<file path="config.mk">
export PLATFORM = sky130hd
export DESIGN_NAME = tile_scheduler
export DESIGN_NICKNAME = d
export VERILOG_FILES = /design/src/rtl/tile_scheduler.sv
export SDC_FILE = /design/constraint.sdc
export NUM_CORES = 1
export LEC_CHECK = 0
export CAP_MARGIN = 20
export CORE_UTILIZATION = 51
export DETAILED_ROUTE_END_ITERATION = 8
export HOLD_SLACK_MARGIN = 0.02
export MAX_ROUTING_LAYER = met4
export PLACE_DENSITY = 0.86
export SYNTH_ARGS = -nofsm -noshare
export SYNTH_HDL_FRONTEND = slang
export SYNTH_SLANG_ARGS = --single-unit
</file>
<file path="constraint.sdc">
create_clock -name clk -period 5.1 [get_ports clk]
set_input_delay 0.765 -clock clk [delete_from_list [all_inputs] [get_ports clk]]
set_output_delay 0.765 -clock clk [all_outputs]
set_load 0.02 [all_outputs]
</file>
<file path="src/rtl/tile_scheduler.sv">
// Tile-level sequencer for a blocked (2*TILES)x(2*TILES) matrix multiply on a 2x2 systolic MMU.
// Walks i (outer), j, k (inner): loads A(i,k) and B(k,j), runs the MMU, accumulates, then writes back C(i,j).
module tile_scheduler #(
    parameter int TILES = 2,
    parameter int IDX_W = 2
) (
    input  logic             clk,
    input  logic             rst,
    input  logic             start,
    input  logic             abort,
    output logic             busy,
    output logic             done,
    output logic             ld_valid,
    input  logic             ld_ready,
    output logic             ld_sel_ab,
    output logic [1:0]       ld_elem,
    output logic [IDX_W-1:0] ld_tile_row,
    output logic [IDX_W-1:0] ld_tile_col,
    output logic             mmu_start,
    output logic             acc_clear,
    input  logic             mmu_done,
    output logic             acc_en,
    output logic             wb_valid,
    input  logic             wb_ready,
    output logic [1:0]       wb_elem,
    output logic [IDX_W-1:0] wb_tile_row,
    output logic [IDX_W-1:0] wb_tile_col,
    output logic [2:0]       dbg_state
);

    // Valid/ready: a transfer occurs in any cycle where valid and ready are both high;
    // valid and its payload are held unchanged while ready is low.
    typedef enum logic [2:0] {
        S_IDLE    = 3'd0,
        S_LOAD    = 3'd1,
        S_START   = 3'd2,
        S_COMPUTE = 3'd3,
        S_ACC     = 3'd4,
        S_WB      = 3'd5,
        S_DONE    = 3'd6
    } state_t;

    localparam logic [IDX_W-1:0] LAST = IDX_W'(TILES - 1);

    state_t           state_q, state_d;
    logic [IDX_W-1:0] i_q, i_d;
    logic [IDX_W-1:0] j_q, j_d;
    logic [IDX_W-1:0] k_q, k_d;
    logic [2:0]       elem_q, elem_d;

    always_ff @(posedge clk or posedge rst) begin
        if (rst) begin
            state_q <= S_IDLE;
            i_q     <= '0;
            j_q     <= '0;
            k_q     <= '0;
            elem_q  <= '0;
        end else begin
            state_q <= state_d;
            i_q     <= i_d;
            j_q     <= j_d;
            k_q     <= k_d;
            elem_q  <= elem_d;
        end
    end

    always_comb begin
        state_d = state_q;
        i_d     = i_q;
        j_d     = j_q;
        k_d     = k_q;
        elem_d  = elem_q;
        case (state_q)
            S_IDLE: begin
                if (start) begin
                    state_d = S_LOAD;
                    i_d     = '0;
                    j_d     = '0;
                    k_d     = '0;
                    elem_d  = '0;
                end
            end
            S_LOAD: begin
                if (ld_ready) begin
                    if (elem_q == 3'd7) begin
                        elem_d  = '0;
                        state_d = S_START;
                    end else begin
                        elem_d = elem_q + 3'd1;
                    end
                end
            end
            S_START: state_d = S_COMPUTE;
            S_COMPUTE: begin
                if (mmu_done) state_d = S_ACC;
            end
            S_ACC: begin
                if (k_q < LAST) begin
                    k_d     = k_q + 1'b1;
                    state_d = S_LOAD;
                end else begin
                    elem_d  = '0;
                    state_d = S_WB;
                end
            end
            S_WB: begin
                if (wb_ready) begin
                    if (elem_q[1:0] == 2'd3) begin
                        elem_d = '0;
                        k_d    = '0;
                        if (j_q < LAST) begin
                            j_d     = j_q + 1'b1;
                            state_d = S_LOAD;
                        end else if (i_q < LAST) begin
                            i_d     = i_q + 1'b1;
                            j_d     = '0;
                            state_d = S_LOAD;
                        end else begin
                            state_d = S_DONE;
                        end
                    end else begin
                        elem_d = elem_q + 3'd1;
                    end
                end
            end
            S_DONE:  state_d = S_IDLE;
            default: state_d = S_IDLE;
        endcase
        // Abort wins over everything; a handshake in this cycle is dropped from the count.
        if (abort) begin
            state_d = S_IDLE;
            i_d     = '0;
            j_d     = '0;
            k_d     = '0;
            elem_d  = '0;
        end
    end

    // Outputs depend only on registered state and counters; payloads read 0 when not valid.
    always_comb begin
        busy        = (state_q != S_IDLE);
        done        = (state_q == S_DONE);
        ld_valid    = 1'b0;
        ld_sel_ab   = 1'b0;
        ld_elem     = '0;
        ld_tile_row = '0;
        ld_tile_col = '0;
        mmu_start   = 1'b0;
        acc_clear   = 1'b0;
        acc_en      = 1'b0;
        wb_valid    = 1'b0;
        wb_elem     = '0;
        wb_tile_row = '0;
        wb_tile_col = '0;
        dbg_state   = state_q;
        case (state_q)
            S_LOAD: begin
                ld_valid    = 1'b1;
                ld_sel_ab   = elem_q[2];
                ld_elem     = elem_q[1:0];
                ld_tile_row = elem_q[2] ? k_q : i_q;
                ld_tile_col = elem_q[2] ? j_q : k_q;
            end
            S_START: begin
                mmu_start = 1'b1;
                acc_clear = (k_q == '0);
            end
            S_ACC: acc_en = 1'b1;
            S_WB: begin
                wb_valid    = 1'b1;
                wb_elem     = elem_q[1:0];
                wb_tile_row = i_q;
                wb_tile_col = j_q;
            end
            default: ;
        endcase
    end

endmodule

</file>
==> impl_metrics.toml, run 1 <==
[outcome]
outcome = "finished clean"

[sta]
fmax_mhz = 322
tightestPinTransition_ns = 0.516
finalSetupViolCount = 0
finClkSkew_ns = 0.00419
relSlewSlack = 0.656
period_share = 0.610
hold_violations = 0
final.setup.tns_ns = 0
slew_violations = 0
setup_ws_ns = 1.99
rsz0062_at_grt = "no"
fin_crit_ns = 3.11

[cts]
numCtsBuffers = 3
cts_tree = "done"
cts_max_path_buffers = 2
cts-root-buf = "clkbuf_4"
postCtsSetupRepairBufs = 0
cts.sinks = 12
clk_latency_ns = 0.28
cts_resized = 0
htreeDepth = 1
ctsHoldBuffers = 0
path_clk_slew_ns = 0.08

[power]
p_clk_frac = 0.171
swShare = 0.436
internal-power_mw = 0.259
vdd_drop_max_uv = 198
power.density_nw_per_um2 = 333
p_total_mw = 0.459
p_leak_nw = 0.603
power.switching_mw = 0.200
p_seq_frac = 0.314
comb_power_share = 0.515

[synthesis]
synth_seq_cells = 12
synth_common_cells = "dfrtp_1, inv_1, nor2_1, ha_1, nor3_1"
synth.area.top_cells = "dfrtp_1, ha_1, inv_1"
syn_area_um2 = 1050
seq_area_frac_synth = 0.285
ys.warnings.count = 0
synth.avg_cell_area_um2 = 8.63
yosysTopAreaCell = "dfrtp_1"
async_flop_share = 1.00
post_synth_inst_count = 122
synth_top_flop_cell = "dfrtp_1"
ys_types = 40
yosysTopAreaCellShare = 0.285
synth_edf_count = 0
synth_nets = 137

[detailed_routing]
drt_pass1_iterations = 5
wire_per_inst_um = 15.7
wirelength_um = 2760
via_count = 1087
initialDrtViolationCount = 37
drc = 0
vias_per_cell = 6.18
ant_nets = 0

[global_routing]
grt_pass1_vias = 999
antenna_found_initial = 0
grt_usage = 0.287
grt-ovfl-total = 0
grt_pass1_wl_um = 4320
grt_max_degree = 19

[layout]
drive_above_1_share = 0.0671
num_antenna_cells = 0
nNetsFinal = 165
syn2layout_area_growth_pct = 31.2

[floorplanning]
rows = 16
die_x_um = 47.4
ioPinCount = 30
die_h_um = 47.4
start_util = 0.542
dieArea_um2 = 2250
core_um2 = 1940

[setup_path]
worst_setup_path_start_kind = "register"
crit_chain = "or3b_1, inv_1, and2_1, clkdlybuf4s50_1"
cp_num_buf_inv = 2
critPathMaxFanout = 17
reg2reg_slack_ns = 3.12
worst-setup-path-type = "register to primary output"
cpPeakStageDelay_ns = 0.65
end_kind = "primary output"
slowest_stage = "dfrtp_1"
cp.arrival_ns = 2.34
required_ns = 4.34
crit_family = "buffers and inverters"

[placement]
place_ws_ns = 2.34
dpl.hpwl_um = 2050
gp_congestion = 0.829
portBuffers = 29

[flow_run]
max_cap_violations = 0

[hold_path]
hold_path_class = "register to register"
-- worst paths after layout --
kind                                             to  cells past startpoint                     start
max in group asynchronous        i_q[1]$_DFFE_PP0P_                      2                       rst
max reg2reg                   elem_q[1]$_DFFE_PP0P_                      4  dbg_state[0]$_DFFE_PP0P_
min                           elem_q[1]$_DFFE_PP0P_                      1     elem_q[1]$_DFFE_PP0P_
min reg2reg                   elem_q[1]$_DFFE_PP0P_                      1     elem_q[1]$_DFFE_PP0P_
max                                      ld_elem[1]                      4  dbg_state[0]$_DFFE_PP0P_
min in group asynchronous  dbg_state[1]$_DFFE_PP0P_                      2                       rst
-- cells in the final DEF, fill, tap and decap left out, drive strengths merged --
cell	n
a21o	1
and2	6
a2bb2oi	1
and3b	2
o311ai	1
dfrtp	12
a22o	4
o21a	1
nor3	8
o2bb2ai	2
nand3	3
and3	3
a211o	2
a311o	1
a21oi	6
nand2	6
nor4b	2
clkdlybuf4s50	29
o31ai	1
nor2	9
or3	2
o211ai	1
clkbuf	4
nor2b	1
mux2i	4
and4bb	1
nor4	1
inv	13
or3b	2
ha	8
o21ai	3
mux2	5
nor3b	2
nand2b	2
-- sequential cells by signal, indices dropped and copies added (netlist names) --
signal	flops
dbg_state	3
j_q	2
k_q	2
elem_q	3
i_q	2
-- power groups by stage --
stage               Clock [mW]  Combinational [mW]  Sequential [mW]
floorplan                    0               0.165            0.132
CTS                     0.0781               0.234            0.142
detailed placement           0               0.233            0.144
finish                  0.0786               0.236            0.144
global route            0.0826               0.252            0.148
global placement             0               0.228            0.140
-- worst register-to-register path: stages (launching register included) --
cell     delay [ns]
dfrtp_1        0.65
inv_1          0.28
a311o_1        0.39
a21oi_2        0.22
mux2_1         0.34
-- through the flow --
step	cell area (um2)	util	cells	hold slack (ns)
after floorplan	1050	-	122	0.472
after global placement	1340	0.692	172	0.522
after detailed placement	1340	0.692	172	0.542
after CTS	1380	0.711	176	0.560
after global routing	1380	0.711	176	0.580
final	1380	0.711	176	0.556
-- kinds of logic (layout without fill, tap and decap cells) --
family          count (synthesis)  in the layout  share of synthesized area
buf+inv                        19             46                     0.0773
fa+ha+maj                       8              8                     0.0951
flops                          12             12                      0.285
mux                             9              9                     0.0916
compound gates                 24             24                      0.168
simple gates                   50             50                      0.283
-- final cells by class --
| cell class | count | area [um2] |
|---|---|---|
| inverter | 13 | 48.8 |
| multi-input combinational | 91 | 671 |
| sequential | 12 | 300 |
| fill | 166 | 562 |
| tap | 27 | 33.8 |
| timing repair buffer | 29 | 290 |
| clock buffer | 4 | 36.3 |
-- metal layers --
metal  global-route usage  share of wire  vias up  wire (um)
met5                    -              0        -          0
met4                0.200          0.043        0        118
met3               0.0264          0.079       17        219
met2                0.458           0.48       69       1330
met1                0.340           0.40      513       1090
li1                     -              -      488          -
Power figures use the tool's default switching activity.
==> run 2, diff against run 1 <==
CORE_UTILIZATION = 47   (was 51)
PLACE_DENSITY = 0.8   (was 0.86)
clock period = 3.1 ns   (was 5.1 ns; I/O delays follow)
==> impl_metrics.toml, run 2 (synthesis results as in run 1) <==
[outcome]
outcome = "finished clean"

[flow_run]
max_cap_violations = 0

[layout]
mostFrequentLayoutCell = "clkdlybuf4s50_1"
layout_common_cells = "clkdlybuf4s50_1, inv_1, dfrtp_1"
num_antenna_cells = 0
nNetsFinal = 166
final_util = 0.680
drive_above_1_share = 0.0733
fin_cells = 177
n_fill_cell = 177
syn2layout_area_growth_pct = 31.9

[setup_path]
r2r_cells = 4
end_kind = "primary output"
cpPeakStageDelay_ns = 0.60
reg2reg_to = "i_q[0]$_DFFE_PP0P_"
worst-setup-path-type = "register to primary output"
worst_setup_path_start_kind = "register"
cp.arrival_ns = 2.32
reg2reg_slack_ns = 1.24
required_ns = 2.63
slowest_stage = "clkdlybuf4s50_1"
critPathMaxFanout = 18
rr_startpoint = "dbg_state[2]$_DFFE_PP0P_"
crit_chain = "or3b_1, inv_1, and2_1, clkdlybuf4s50_1"

[detailed_routing]
wirelength_met1_um = 1190
wire_per_inst_um = 15.2
via_count = 1019
ant_nets = 0
met2_length_um = 1290
top_layer = "met4"
wirelength_um = 2680
drc = 0
initialDrtViolationCount = 26
wl_met3_um = 136
drt_pass1_iterations = 4
vias_per_cell = 5.76

[global_routing]
grt_pass1_vias = 958
grt_pass1_wl_um = 4390
grt_usage = 0.250
antenna_found_initial = 0
grt-ovfl-total = 0
grt_max_degree = 19

[power]
vdd_drop_max_uv = 351
p_clk_frac = 0.178
p_seq_frac = 0.278
p_leak_nw = 0.608
p_total_mw = 0.766
power.density_nw_per_um2 = 552
internal-power_mw = 0.434
swShare = 0.433
comb_power_share = 0.544
power.switching_mw = 0.332

[floorplanning]
die_h_um = 49.3
start_util = 0.515
rows = 16
core_um2 = 2040
dieArea_um2 = 2430
die_x_um = 49.3
ioPinCount = 30

[cts]
cts.sinks = 12
path_clk_slew_ns = 0.09
clk_latency_ns = 0.30
postCtsSetupRepairBufs = 0
cts-root-buf = "clkbuf_4"
cts_resized = 0
numCtsBuffers = 3
cts_tree = "done"
cts_max_path_buffers = 2
htreeDepth = 1
ctsHoldBuffers = 0

[placement]
place_inst = 173
dpl.hpwl_um = 2020
place_ws_ns = 0.660
gp_congestion = 0.825
portBuffers = 29

[hold_path]
hold_path_class = "primary input to asynchronous set/reset pin"

[sta]
relSlewSlack = 0.671
tightestPinTransition_ns = 0.494
hold_violations = 0
slew_violations = 0
final.setup.tns_ns = 0
fin_crit_ns = 2.78
period_share = 0.898
fmax_mhz = 359
finalSetupViolCount = 0
rsz0062_at_grt = "no"
finClkSkew_ns = 0.00914
setup_ws_ns = 0.317
run 2: worst max path at each step:
stage	start	end	slack (ns)	depth (start not counted)
floorplan	dbg_state[0]$_DFFE_PP0P_	ld_elem[0]	1.17	4
global placement	dbg_state[2]$_DFFE_PP0P_	ld_sel_ab	0.72	4
detailed placement	dbg_state[2]$_DFFE_PP0P_	ld_sel_ab	0.66	4
CTS	dbg_state[2]$_DFFE_PP0P_	ld_sel_ab	0.33	4
global route	dbg_state[2]$_DFFE_PP0P_	ld_sel_ab	0.23	4
finish	dbg_state[2]$_DFFE_PP0P_	ld_sel_ab	0.32	4
run 2: worst max-delay path, delay by kind of cell (launching register included):
family,cells,cell delay [ns]
buf+inv,2,0.76
flops,1,0.57
simple gates,2,0.68
run 2: final cells by class:
cell class                 count  area (um2)  share of cell area
multi-input combinational     91         671               0.483
sequential                    12         300               0.216
timing repair buffer          30         298               0.215
inverter                      13        48.8              0.0352
clock buffer                   4        36.3              0.0261
tap                           27        33.8              0.0243
run 2: metal layers:
metal  global-route usage  up-vias
li1                     -      492
met1                0.299      477
met2                0.409       41
met3               0.0312        9
met4                0.127        0
met5                    -        -
run 2: power by group through the flow:
stage          Sequential, mW  Clock (mW)  Combinational (mW)
2_1_floorplan           0.217           0               0.271
3_3_place_gp            0.215           0               0.408
3_5_place_dp            0.216           0               0.414
4_1_cts                 0.213       0.135               0.416
5_1_grt                 0.218       0.141               0.448
6_report                0.213       0.136               0.417
run 2: through the flow:
step	hold WS, ns	instance area, um2
finish	0.489	1390
global route	0.553	1390
CTS	0.517	1390
detailed placement	0.528	1350
global placement	0.522	1350
floorplan	0.330	1050
